**config.mk**
```make
export PLATFORM = sky130hd
export DESIGN_NAME = bus_transfer_sequencer_flat
export DESIGN_NICKNAME = d
export VERILOG_FILES = /design/src/rtl/bus_transfer_sequencer_if.sv /design/src/rtl/bus_transfer_sequencer.sv /design/src/flat_wrapper.sv
export SDC_FILE = /design/constraint.sdc
export NUM_CORES = 1
export LEC_CHECK = 0
export CAP_MARGIN = 20
export CORE_ASPECT_RATIO = 1.4
export CORE_MARGIN = 10
export CORE_UTILIZATION = 50
export CTS_BUF_LIST = sky130_fd_sc_hd__clkbuf_4 sky130_fd_sc_hd__clkbuf_8
export DETAILED_ROUTE_END_ITERATION = 6
export PLACE_DENSITY = 0.78
export SLEW_MARGIN = 10
export SYNTH_ARGS = -nofsm -noshare
export SYNTH_HDL_FRONTEND = slang
export SYNTH_SLANG_ARGS = --single-unit
```
**constraint.sdc**
```tcl
create_clock -name clk -period 3.2 [get_ports clk]
set_input_delay 0.64 -clock clk [delete_from_list [all_inputs] [get_ports clk]]
set_output_delay 0.64 -clock clk [all_outputs]
set_load 0.05 [all_outputs]
```
**src/rtl/bus_transfer_sequencer_if.sv**
```systemverilog
// bus_transfer_sequencer_if: command handshake plus one-hot register-bus select/load signals.
// Build option BUS_XFER_COUNT_EN adds the 16-bit xfer_count transfer counter to the bundle.
interface bus_transfer_sequencer_if #(
    parameter int REGISTERS = 24,
    parameter int IDX_W     = 5
) ();
    logic                 cmd_valid;
    logic                 cmd_ready;
    logic [IDX_W-1:0]     cmd_src;
    logic [IDX_W-1:0]     cmd_dst;
    logic [REGISTERS-1:0] reg_out_sel;
    logic [REGISTERS-1:0] reg_in_en;
    logic                 busy;
    logic                 err_illegal;
`ifdef BUS_XFER_COUNT_EN
    logic [15:0]          xfer_count;
    modport master (
        output cmd_valid, cmd_src, cmd_dst,
        input  cmd_ready, reg_out_sel, reg_in_en, busy, err_illegal, xfer_count
    );
    modport slave (
        input  cmd_valid, cmd_src, cmd_dst,
        output cmd_ready, reg_out_sel, reg_in_en, busy, err_illegal, xfer_count
    );
`else
    modport master (
        output cmd_valid, cmd_src, cmd_dst,
        input  cmd_ready, reg_out_sel, reg_in_en, busy, err_illegal
    );
    modport slave (
        input  cmd_valid, cmd_src, cmd_dst,
        output cmd_ready, reg_out_sel, reg_in_en, busy, err_illegal
    );
`endif
endinterface

```
**src/rtl/bus_transfer_sequencer.sv**
```systemverilog
// bus_transfer_sequencer: queues (src,dst) moves and sequences one-hot bus driver/load selects.
// Build option BUS_XFER_COUNT_EN adds a wrapping 16-bit count of DRIVE cycles (xfer_count).
module bus_transfer_sequencer #(
    parameter int REGISTERS = 24,
    parameter int IDX_W     = 5,
    parameter int DEPTH     = 4
) (
    input  logic                    clk,
    input  logic                    clr,
    bus_transfer_sequencer_if.slave bus
);
    localparam int PW = $clog2(DEPTH);

    typedef enum logic [1:0] {IDLE, DRIVE, TURN} state_t;

    state_t               state_q, state_d;
    logic [IDX_W-1:0]     src_mem [DEPTH];
    logic [IDX_W-1:0]     dst_mem [DEPTH];
    logic [PW:0]          wr_q, wr_d, rd_q, rd_d;
    logic [IDX_W-1:0]     cur_src_q, cur_src_d;
    logic [REGISTERS-1:0] sel_q, sel_d, en_q, en_d;
    logic                 ready_q, busy_q, err_q;
    logic                 empty, full_d, handshake, illegal, push, pop;
    logic [IDX_W-1:0]     head_src, head_dst;

    assign empty     = wr_q == rd_q;
    assign head_src  = src_mem[rd_q[PW-1:0]];
    assign head_dst  = dst_mem[rd_q[PW-1:0]];
    assign handshake = bus.cmd_valid & ready_q;
    assign illegal   = (32'(bus.cmd_src) >= REGISTERS) || (32'(bus.cmd_dst) >= REGISTERS)
                       || (bus.cmd_src == bus.cmd_dst);
    assign push      = handshake & ~illegal;
    assign wr_d      = wr_q + {{PW{1'b0}}, push};
    assign rd_d      = rd_q + {{PW{1'b0}}, pop};
    // fullness after this edge: pointers differ only in the wrap bit
    assign full_d    = (wr_d[PW] != rd_d[PW]) && (wr_d[PW-1:0] == rd_d[PW-1:0]);

    // command storage; entries need no reset because the pointers define validity
    always_ff @(posedge clk) begin
        if (push) begin
            src_mem[wr_q[PW-1:0]] <= bus.cmd_src;
            dst_mem[wr_q[PW-1:0]] <= bus.cmd_dst;
        end
    end

    // next state plus registered select vectors; a pop always lands in DRIVE
    always_comb begin
        state_d   = state_q;
        cur_src_d = cur_src_q;
        pop       = 1'b0;
        sel_d     = '0;
        en_d      = '0;
        case (state_q)
            IDLE:    pop = !empty;
            DRIVE: begin
                pop     = !empty && head_src == cur_src_q;
                state_d = empty ? IDLE : TURN;
            end
            TURN: begin
                pop     = !empty;
                state_d = IDLE;
            end
            default: state_d = IDLE;
        endcase
        if (pop) begin
            state_d   = DRIVE;
            cur_src_d = head_src;
            sel_d     = {{(REGISTERS-1){1'b0}}, 1'b1} << head_src;
            en_d      = {{(REGISTERS-1){1'b0}}, 1'b1} << head_dst;
        end
    end

    // all state and outputs are registered; reset aborts any transfer and empties the queue
    always_ff @(posedge clk or negedge clr) begin
        if (!clr) begin
            state_q   <= IDLE;
            cur_src_q <= '0;
            wr_q      <= '0;
            rd_q      <= '0;
            sel_q     <= '0;
            en_q      <= '0;
            ready_q   <= 1'b0;
            busy_q    <= 1'b0;
            err_q     <= 1'b0;
        end else begin
            state_q   <= state_d;
            cur_src_q <= cur_src_d;
            wr_q      <= wr_d;
            rd_q      <= rd_d;
            sel_q     <= sel_d;
            en_q      <= en_d;
            ready_q   <= !full_d;
            busy_q    <= (state_d != IDLE) || (wr_d != rd_d);
            err_q     <= handshake & illegal;
        end
    end

    // one bus driver and one load target at most, in every cycle
    always_ff @(posedge clk) begin
        if (clr) assert ($onehot0(sel_q) && $onehot0(en_q));
    end

    assign bus.cmd_ready   = ready_q;
    assign bus.reg_out_sel = sel_q;
    assign bus.reg_in_en   = en_q;
    assign bus.busy        = busy_q;
    assign bus.err_illegal = err_q;

`ifdef BUS_XFER_COUNT_EN
    logic [15:0] cnt_q;

    // counts DRIVE cycles, registered together with the selects it counts
    always_ff @(posedge clk or negedge clr) begin
        if (!clr) cnt_q <= '0;
        else      cnt_q <= cnt_q + {15'd0, state_d == DRIVE};
    end

    assign bus.xfer_count = cnt_q;
`endif
endmodule

```
**src/flat_wrapper.sv**
```systemverilog
// flat-port wrapper written by rule: the top's interface ports become plain ports
module bus_transfer_sequencer_flat 
#(
    parameter int REGISTERS = 24,
    parameter int IDX_W     = 5,
    parameter int DEPTH     = 4
)
  (clk, clr, bus_cmd_valid, bus_cmd_src, bus_cmd_dst, bus_cmd_ready, bus_reg_out_sel, bus_reg_in_en, bus_busy, bus_err_illegal);
  bus_transfer_sequencer_if #(.REGISTERS(REGISTERS), .IDX_W(IDX_W)) bus_i ();
  input  logic clk;
  input  logic clr;
  input wire logic [$bits(bus_i.cmd_valid)-1:0] bus_cmd_valid;
  input wire logic [$bits(bus_i.cmd_src)-1:0] bus_cmd_src;
  input wire logic [$bits(bus_i.cmd_dst)-1:0] bus_cmd_dst;
  output wire logic [$bits(bus_i.cmd_ready)-1:0] bus_cmd_ready;
  output wire logic [$bits(bus_i.reg_out_sel)-1:0] bus_reg_out_sel;
  output wire logic [$bits(bus_i.reg_in_en)-1:0] bus_reg_in_en;
  output wire logic [$bits(bus_i.busy)-1:0] bus_busy;
  output wire logic [$bits(bus_i.err_illegal)-1:0] bus_err_illegal;
  assign bus_i.cmd_valid = bus_cmd_valid;
  assign bus_i.cmd_src = bus_cmd_src;
  assign bus_i.cmd_dst = bus_cmd_dst;
  assign bus_cmd_ready = bus_i.cmd_ready;
  assign bus_reg_out_sel = bus_i.reg_out_sel;
  assign bus_reg_in_en = bus_i.reg_in_en;
  assign bus_busy = bus_i.busy;
  assign bus_err_illegal = bus_i.err_illegal;
  bus_transfer_sequencer #(.REGISTERS(REGISTERS), .IDX_W(IDX_W), .DEPTH(DEPTH)) u_core (.clk(clk), .clr(clr), .bus(bus_i));
endmodule
```
==> After elaboration in Yosys (flattened, before gate mapping) <==
Memory sizes are Yosys's and may differ from the RTL's.
Index checks and enable logic that the tools add are counted.
{ "word_totals": {"latchBits": 0, "out_inout_bits": 51, "mem_bits_ro": 0, "ramBits": 40, "input_bits": 13, "memories": 2, "wordCells": 47, "register_bits": 64} }
{ "classes": {"shift": 2, "mul": 0, "magnitude_cmp": 2, "reduce_logical": 10, "n_bitwise": 4, "addsub": 2, "n_div": 0, "mux": 8, "n_eq_ne": 8} }
{ "memory_table": {"columns": ["name", "depth", "width", "rd", "rd_clocked_by_memory_dff", "wr", "line", "source"], "rows": [
  ["u_core.dst_mem", 4, 5, 1, 0, 1, "bus_transfer_sequencer.sv:18", "logic [IDX_W-1:0] dst_mem [DEPTH];"],
  ["u_core.src_mem", 4, 5, 1, 0, 1, "bus_transfer_sequencer.sv:17", "logic [IDX_W-1:0] src_mem [DEPTH];"]
]} }
{ "ops": {"columns": ["operator", "n"], "rows": [
  ["$mux W24", 2],
  ["$shl A1 B5 Y24 const A", 2],
  ["$eq A5 B5 Y1", 2],
  ["$ge A5 B5 Y1 const B", 2],
  ["$add A3 B1 Y3", 2],
  ["$mux W2", 2],
  ["$pmux W2 S2", 1],
  ["$and A1 B1 Y1", 3],
  ["$eq A3 B3 Y1", 1],
  ["$logic_or A1 B1 Y1", 3],
  ["$ne A3 B3 Y1", 1],
  ["$eq A2 B1 Y1 const B", 1],
  ["$eq A2 B2 Y1", 1],
  ["$eq A2 B2 Y1 const B", 1],
  ["$logic_and A1 B1 Y1", 2],
  ["$logic_not A1 Y1", 2],
  ["$logic_not A2 Y1", 1],
  ["$mux W1", 2],
  ["$pmux W1 S2", 1],
  ["$reduce_bool A2 Y1", 1],
  ["$reduce_or A2 Y1", 1],
  ["$ne A1 B1 Y1", 1],
  ["$not A1 Y1", 1]
]} }

==> Longest topological paths before layout <==
Gate-level depths: netlist of run 1.
{ "logic_depth": {"ltp_word": 9, "ltp_mapped": 12, "ltp_nobuf": 10} }

==> Worst setup path before layout of run 1 <==
No wires, ideal clock.
{ "synth_path": {"path_kind": "reg-to-reg", "from": "register u_core.rd_q[0]", "to": "register u_core.busy_q (netlist: u_core.bus.busy)", "path_slack_ns": -0.091, "path_stages_with_launch": 13, "path_buffers": 2, "period_less_slack_ns": 3.291, "t_arrival_ns": 3.153, "required_ns": 3.061, "setup_time_ns": 0.139, "path_cell_list": "dfrtp_1 buf_6 mux4_1 xor2_1 nor2_4 a31oi_4 buf_4 inv_1 ha_1 ha_1 xnor2_1 nand2_1 or4_1"} }
{ "synth_via": {"elab_chain_len": 7, "word_cells_on_any_way": 13, "cone_classes": "add/sub: 1; eq/ne: 3; mux: 4; reduce/logical: 4; memory: 1"} }
{ "synth_lines": {"columns": ["item", "line", "source"], "rows": [
  ["start: declaration", "bus_transfer_sequencer.sv:19", "logic [PW:0] wr_q, wr_d, rd_q, rd_d;"],
  ["start signal: assignment", "bus_transfer_sequencer.sv:89", "rd_q <= rd_d;"],
  ["$mem_v2 Z4 W5 or $eq A3 B3 Y1 (tied branches)", null, null],
  ["$eq A5 B5 Y1 or $logic_not A1 Y1 (tied branches)", "bus_transfer_sequencer.sv:56, bus_transfer_sequencer.sv:54, bus_transfer_sequencer.sv:60", null],
  ["$logic_and A1 B1 Y1", "bus_transfer_sequencer.sv:56", "pop = !empty && head_src == cur_src_q;"],
  ["$pmux W1 S2 (*)", "bus_transfer_sequencer.sv:53", "case (state_q)"],
  ["via u_core.pop", "bus_transfer_sequencer.sv:23", "logic empty, full_d, handshake, illegal, push, pop;"],
  ["$add A3 B1 Y3 (*)", "bus_transfer_sequencer.sv:34", "assign rd_d = rd_q + {{PW{1'b0}}, pop};"],
  ["via u_core.rd_d[1]", "bus_transfer_sequencer.sv:19", null],
  ["$ne A3 B3 Y1 (*)", "bus_transfer_sequencer.sv:93", "busy_q <= (state_d != IDLE) || (wr_d != rd_d);"],
  ["$logic_or A1 B1 Y1 (*)", "bus_transfer_sequencer.sv:93", null],
  ["end signal: assignment", "bus_transfer_sequencer.sv:93", null],
  ["end: declaration", "bus_transfer_sequencer.sv:22", "logic ready_q, busy_q, err_q;"]
]} }
The timed path passes the listed nets; every way through them passes the cells marked *.
A chain may end at the register's enable or synchronous reset.

==> Worst setup path in the final report of run 1 <==
Same ends and word-level chain as after synthesis.

==> out/summary.txt, run 1 <==
Worst Path Arrival: 3240 ps
met1 usage: 13.56%
largest net degree at the start of global routing: 36
Starting Density: 51.43%
asr flop ratio synth: 61.54%
CP Cell Sequence: mux4_1, xor2_2, nor3_4, a31oi_4, inv_1, ha_1, ha_1, xnor2_1, nand2_1, or4_1
setup TNS: 0 ps
placed cell areas: 4868 um^2
worst relative slew slack: 49.10%
Avg WL per Cell: 15.32 um
worst-path maximum fanout: 6
met2 Usage GRT: 21.46%
GRT Total Usage: 12.58%
vias in the first global route: 2476
clk slew on worst S/H paths: 90 ps
Worst Clk Skew: 11.91 ps
setup violators final: 0
CP bufs+invs: 1
Crit. End Element: flip-flop
YS warnings: 0
critical path's top delay family: multiplexers
startpoint types: flip-flop
post-synth top area cell: dfrtp_1
die area: 12050 um^2
grt total ovfl: 0
Max clock buf depth: 2
DRC violations left: 0
Most Frequent Cell on Critical Path: ha_1
pwr/cell area: 883.7 nW/um^2
Ports: 64
#FFs+latches synth: 104
routability cong.: 0.7571
cell area after layout: 5075 um^2
global-route wire length before repair: 11740 um
ratio of cells with drive above 1 in the final layout: 14.21%
Via-to-Cell Ratio: 4.985
die width: 95.69 um
placed insts: 457
chip height: 126.0 um
critical path depth in cells: 10
PortBufs: 63
final count of hold timing violations: 0
status: completed
htree depth: 3
TritonCTS clock tree: yes
slowest stage cell, crit path: mux4_1
fillers: 578
final HPWL from detailed placement: 5322 um
synth cell count leaders: 64 x dfrtp_1, 62 x nor2_1, 40 x edfxtp_1, 30 x nand2_1, 11 x xor2_1
Post-CTS Setup Repair Bufs: 0
top-count cell post-synth: dfrtp_1
final period utilization: 94.06%
nets: 385
reg-to-reg endpoint: u_core.bus.busy
Antenna Cells: 0
Std-Cell Rows: 38
HP Class: in -> async
Post-synth top flop: dfrtp_1
Skew-Pair Late Insertion Delay: 360 ps
R2R depth: 10
drt first pass iters: 4
met3 Use GR: 4.340%
Core ar.: 7797 um^2
minimum clock period after layout: 3010 ps
Synth top area share: 39.94%
Netlist Area Pre-Place: 4010 um^2
R2R Setup Slk: 190 ps
area occupied by multi-input gates: 1176 um^2
Worst Tran Pin Value: 759.9 ps
clock root cell: clkbuf_8
First DRT Iteration DRCs: 121
CTS buffer count: 9
detailed-route via count: 2358
Crit Path Category: reg -> reg
top post-synthesis cells by area: dfrtp_1 40%, edfxtp_1 30%, nor2_1 5.8%
FF-to-FF Start: u_core.rd_q[0]
Post-Route Utilization: 65.08%
post-synthesis cell count: 283
Post-Syn Area per Cell: 14.17 um^2
antenna-violating nets left: 0
max_cap viols: 0
syn nets: 300
Seq/Total Area, Yosys: 69.89%
CP required: 3430 ps
initial antenna violation count: 0
Final Slew Violations: 0
Max Freq: 332.2 MHz
Leak: 2.070 nW
post-synth cell types: 39
drt total wl: 7247 um
CTS sink count: 104
Synth-to-Final Area Change: 26.55%
number of synthesized flops with an enable pin: 40
Final Total Pwr: 4.485 mW
Max VDD drop: 0.4293 mV
worst stage delay on the critical path: 640 ps
busiest grt layer: met2
final non-filler cell total: 473
Register Area: 2805 um^2
==> stage by stage <==
| stage | hold slack, ps | worst slack (ps) |
|---|---|---|
| floorplan | 344.4 | 3.059 |
| global placement | 507.9 | 4.012 |
| detailed placement | 514.4 | -90.96 |
| CTS | 291.9 | 5.782 |
| global route | 325.7 | -4.964 |
| finish | 296.6 | 190.0 |
==> flip-flops by register name (all words and copies together), names as in the netlist <==
name,flops
u_core.bus.busy,1
u_core.bus.cmd_ready,1
u_core.bus.err_illegal,1
u_core.bus.reg_in_en,24
u_core.bus.reg_out_sel,24
u_core.cur_src_q,5
u_core.dst_mem,20
u_core.rd_q,3
u_core.src_mem,20
u_core.state_q,2
u_core.wr_q,3
==> per-layer routing <==
metal  part of all wire [%]  wire length (um)
met1                     40              2875
met2                     51              3660
met3                    7.5               541
met4                    2.3               170
met5                      0                 0
==> report_power, final <==
| part | internal, mW | switching, mW |
|---|---|---|
| Clock | 0.377 | 0.414 |
| Combinational | 0.743 | 1.19 |
| Sequential | 1.61 | 0.152 |
| Total | 2.73 | 1.75 |
==> worst max-delay path by stage <==
stage                           end           start  slack, ps
floorplan           u_core.bus.busy  u_core.rd_q[0]          3
global placement    u_core.bus.busy  bus_cmd_src[0]          4
detailed placement  u_core.bus.busy  bus_cmd_src[2]        -90
CTS                 u_core.bus.busy  u_core.rd_q[0]          6
global route        u_core.bus.busy  u_core.rd_q[0]         -5
finish              u_core.bus.busy  u_core.rd_q[0]        190
==> final cells by class <==
type / count / share of cell area [%]
inverter: 7 / 0.5178
tap: 100 / 2.465
clock inverter: 6 / 1.159
clock buffer: 10 / 2.712
sequential: 104 / 55.28
timing repair buffer: 79 / 14.69
multi-input combinational: 167 / 23.18
==> cell families (layout without fill, tap and decap cells) <==
logic type      after synthesis  count (layout)  share of synthesized area [%]
compound gates               10              10                          2.215
xor+xnor                     16              16                          3.494
fa+ha+maj                     4               4                          1.248
buf+inv                      12             102                          1.622
flops                       104             104                          69.89
mux                          14              14                          7.582
simple gates                123             123                          13.95
==> layout by cell type (no fill, tap or decap), types with 2 or more instances in the layout <==
| cell | count |
|---|---|
| nor2_1 | 62 |
| mux4_1 | 6 |
| a31oi_1 | 3 |
| nor3_1 | 2 |
| buf_4 | 16 |
| nand2b_1 | 5 |
| mux2_2 | 2 |
| dfrtp_1 | 62 |
| nor2b_1 | 6 |
| nor3b_1 | 2 |
| clkbuf_8 | 10 |
| mux2_4 | 2 |
| clkinvlp_4 | 2 |
| nand2_1 | 30 |
| a41oi_1 | 2 |
| clkdlybuf4s50_1 | 62 |
| xor2_1 | 6 |
| dfrtp_2 | 2 |
| or2_2 | 2 |
| ha_1 | 4 |
| mux4_2 | 4 |
| and3b_1 | 2 |
| xnor2_1 | 5 |
| xor2_2 | 5 |
| edfxtp_1 | 40 |
| nand3_1 | 2 |
| inv_1 | 7 |
| and3_1 | 2 |
==> repair_timing <==
item	4_1_cts	5_1_grt
hold buffers	0	0
resized for setup	0	3
setup endpoints to repair	0	1
(Power assumes the default switching activity.)
==> run 2, diff against run 1 <==
--- a/config.mk
+++ b/config.mk
@@ -11,8 +11,9 @@
 export CORE_UTILIZATION = 50
 export CTS_BUF_LIST = sky130_fd_sc_hd__clkbuf_4 sky130_fd_sc_hd__clkbuf_8
 export DETAILED_ROUTE_END_ITERATION = 6
+export MAX_ROUTING_LAYER = met4
 export PLACE_DENSITY = 0.78
-export SLEW_MARGIN = 10
+export SLEW_MARGIN = 20
 export SYNTH_ARGS = -nofsm -noshare
 export SYNTH_HDL_FRONTEND = slang
 export SYNTH_SLANG_ARGS = --single-unit
==> run 2 against run 1 <==
  * First-iteration DRC count is 12% lower
  * Non-clock buffer count did not move
  * Clock power is essentially flat
  * Via count is 0.30% lower
  * Fmax fell by 0.24%
  * Sequential cell count stayed put
  * Total power increased by 0.16%
  * Core utilization unchanged
  * Critical path depth unchanged
  * Cell count is the same
  * Register-to-register slack hardly changed
  * Critical path type unchanged
  * Critical endpoint unchanged
  * Largest cell class unchanged
  * Largest power group unchanged
  * Highest routed layer unchanged
==> out/summary.txt, run 2 (synthesis results as in run 1) <==
status: completed
Max VDD drop: 0.4325 mV (+0.74%)
GRT Total Usage: 12.91% (+0.32 points)
Ports: 64 (unchanged)
R2R Setup Slk: 180 ps (about the same)
critical path depth in cells: 10 (unchanged)
initial antenna violation count: 0 (unchanged)
drt total wl: 7280 um (+0.46%)
largest net degree at the start of global routing: 36 (unchanged)
pwr/cell area: 885.1 nW/um^2 (+0.16%)
CP Cell Sequence: mux4_1, xor2_2, nor3_4, a31oi_4, inv_1, ha_1, ha_1, xnor2_1, nand2_1, or4_1
slowest stage cell, crit path: mux4_1
grt total ovfl: 0 (unchanged)
clock root cell: clkbuf_8
worst stage delay on the critical path: 640 ps (about the same)
vias in the first global route: 2474 (-0.081%)
TritonCTS clock tree: yes
CP bufs+invs: 1 (unchanged)
Via-to-Cell Ratio: 4.970 (-0.30%)
final HPWL from detailed placement: 5322 um (unchanged)
Worst Clk Skew: 12.34 ps (+0.4297 ps)
First DRT Iteration DRCs: 107 (-12%)
worst-path maximum fanout: 6 (unchanged)
Worst Path Arrival: 3250 ps (about the same)
Final Total Pwr: 4.492 mW (+0.16%)
reg-to-reg endpoint: u_core.bus.busy
clk slew on worst S/H paths: 100 ps (about the same)
FF-to-FF Start: u_core.rd_q[0]
htree depth: 3 (unchanged)
CP Capture Point: u_core.bus.busy
die area: 12050 um^2 (unchanged)
routability cong.: 0.7669 (+1.3%)
minimum clock period after layout: 3017 ps (+7.266 ps)
R2R depth: 10 (unchanged)
Core ar.: 7797 um^2 (unchanged)
CTS buffer count: 9 (unchanged)
PortBufs: 63 (unchanged)
Max clock buf depth: 2 (unchanged)
CP required: 3430 ps (about the same)
global-route wire length before repair: 11730 um (about the same)
HP Class: in -> async
Worst Tran Pin Value: 760.4 ps (+0.4568 ps)
# resized after CTS: 0 (unchanged)
antenna-violating nets left: 0 (unchanged)
Crit. End Element: flip-flop
ratio of cells with drive above 1 in the final layout: 14.21% (unchanged)
Final Slew Violations: 0 (unchanged)
pre-CTS setup slack: -90.96 ps (unchanged)
Crit. Startpoint: u_core.rd_q[0]
Leak: 2.070 nW (unchanged)
Starting Density: 51.43% (unchanged)
startpoint types: flip-flop
Crit Path Category: reg -> reg
die width: 95.69 um (unchanged)
drt first pass iters: 4 (unchanged)
commonest non-fill, non-tap cells in the layout: 62 x nor2_1, 62 x clkdlybuf4s50_1, 62 x dfrtp_1
Avg WL per Cell: 15.39 um (+0.46%)
detailed-route via count: 2351 (-0.30%)
final count of hold timing violations: 0 (unchanged)
nets: 385 (unchanged)
Post-CTS Setup Repair Bufs: 0 (unchanged)
Most Frequent Cell on Critical Path: ha_1
critical path's top delay family: multiplexers
Hold-fix buffers, CTS: 0 (unchanged)
worst relative slew slack: 49.07% (about the same)
final period utilization: 94.29% (+0.23 points)
CTS sink count: 104 (unchanged)
Skew-Pair Late Insertion Delay: 360 ps (about the same)
Max Freq: 331.4 MHz (-0.24%)
Std-Cell Rows: 38 (unchanged)
Final WS setup: 182.7 ps (-7.266 ps)
Synth-to-Final Area Change: 26.55% (unchanged)
DRC violations left: 0 (unchanged)
chip height: 126.0 um (unchanged)
Antenna Cells: 0 (unchanged)
max_cap viols: 0 (unchanged)
setup violators final: 0 (unchanged)
-- run 2: worst reg2reg max path, delay by kind of cell (launching register included) --
family / cells / cell delay, ps
AOI/OAI and AO/OA: 1 / 190
DFF: 1 / 480
buffers and inverters: 1 / 60
xor gates and xnor gates: 2 / 390
and+or+nand+nor: 3 / 610
adders and majority gates: 2 / 520
muxes: 1 / 640
-- run 2: worst min-delay path by stage --
stage / from / to / slack (ps)
2_1_floorplan: clr / u_core.bus.busy / 340
3_3_place_gp: u_core.wr_q[2] / u_core.wr_q[2] / 510
3_5_place_dp: u_core.wr_q[2] / u_core.wr_q[2] / 510
4_1_cts: clr / u_core.state_q[0] / 290
5_1_grt: clr / u_core.cur_src_q[1] / 330
6_report: clr / u_core.state_q[0] / 300
-- run 2: cell type report --
cell class	count	area [um^2]
sequential	104	2805
fill	578	2723
multi-input combinational	167	1176
timing repair buffer	79	745.7
clock buffer	10	137.6
tap	100	125.1
clock inverter	6	58.81
inverter	7	26.28
-- run 2: where the power goes --
group / switching, mW / internal (mW)
clock: 0.415 / 0.377
sequential: 0.152 / 1.61
combinational: 1.19 / 0.743
-- run 2: metrics by stage --
step / cells / instance area [um^2] / TNS [ps] / hold slack, ps / utilization (%)
final: 473 / 5075 / 0 / 297.0 / 65.08
after global routing: 473 / 5075 / -5.043 / 331.4 / 65.08
after CTS: 473 / 5065 / 0 / 291.9 / 64.96
after detailed placement: 457 / 4868 / -90.96 / 514.4 / 62.44
after global placement: 457 / 4868 / 0 / 507.9 / 62.44
after floorplan: 283 / 4040 / 0 / 344.4 / -
-- run 2: per-layer routing --
layer,up-vias,track usage (%),wire [um]
met3,11,3.151,421
met2,65,21.46,3769
li1,1136,-,-
met5,-,-,0
met4,0,6.614,132
met1,1139,13.75,2956
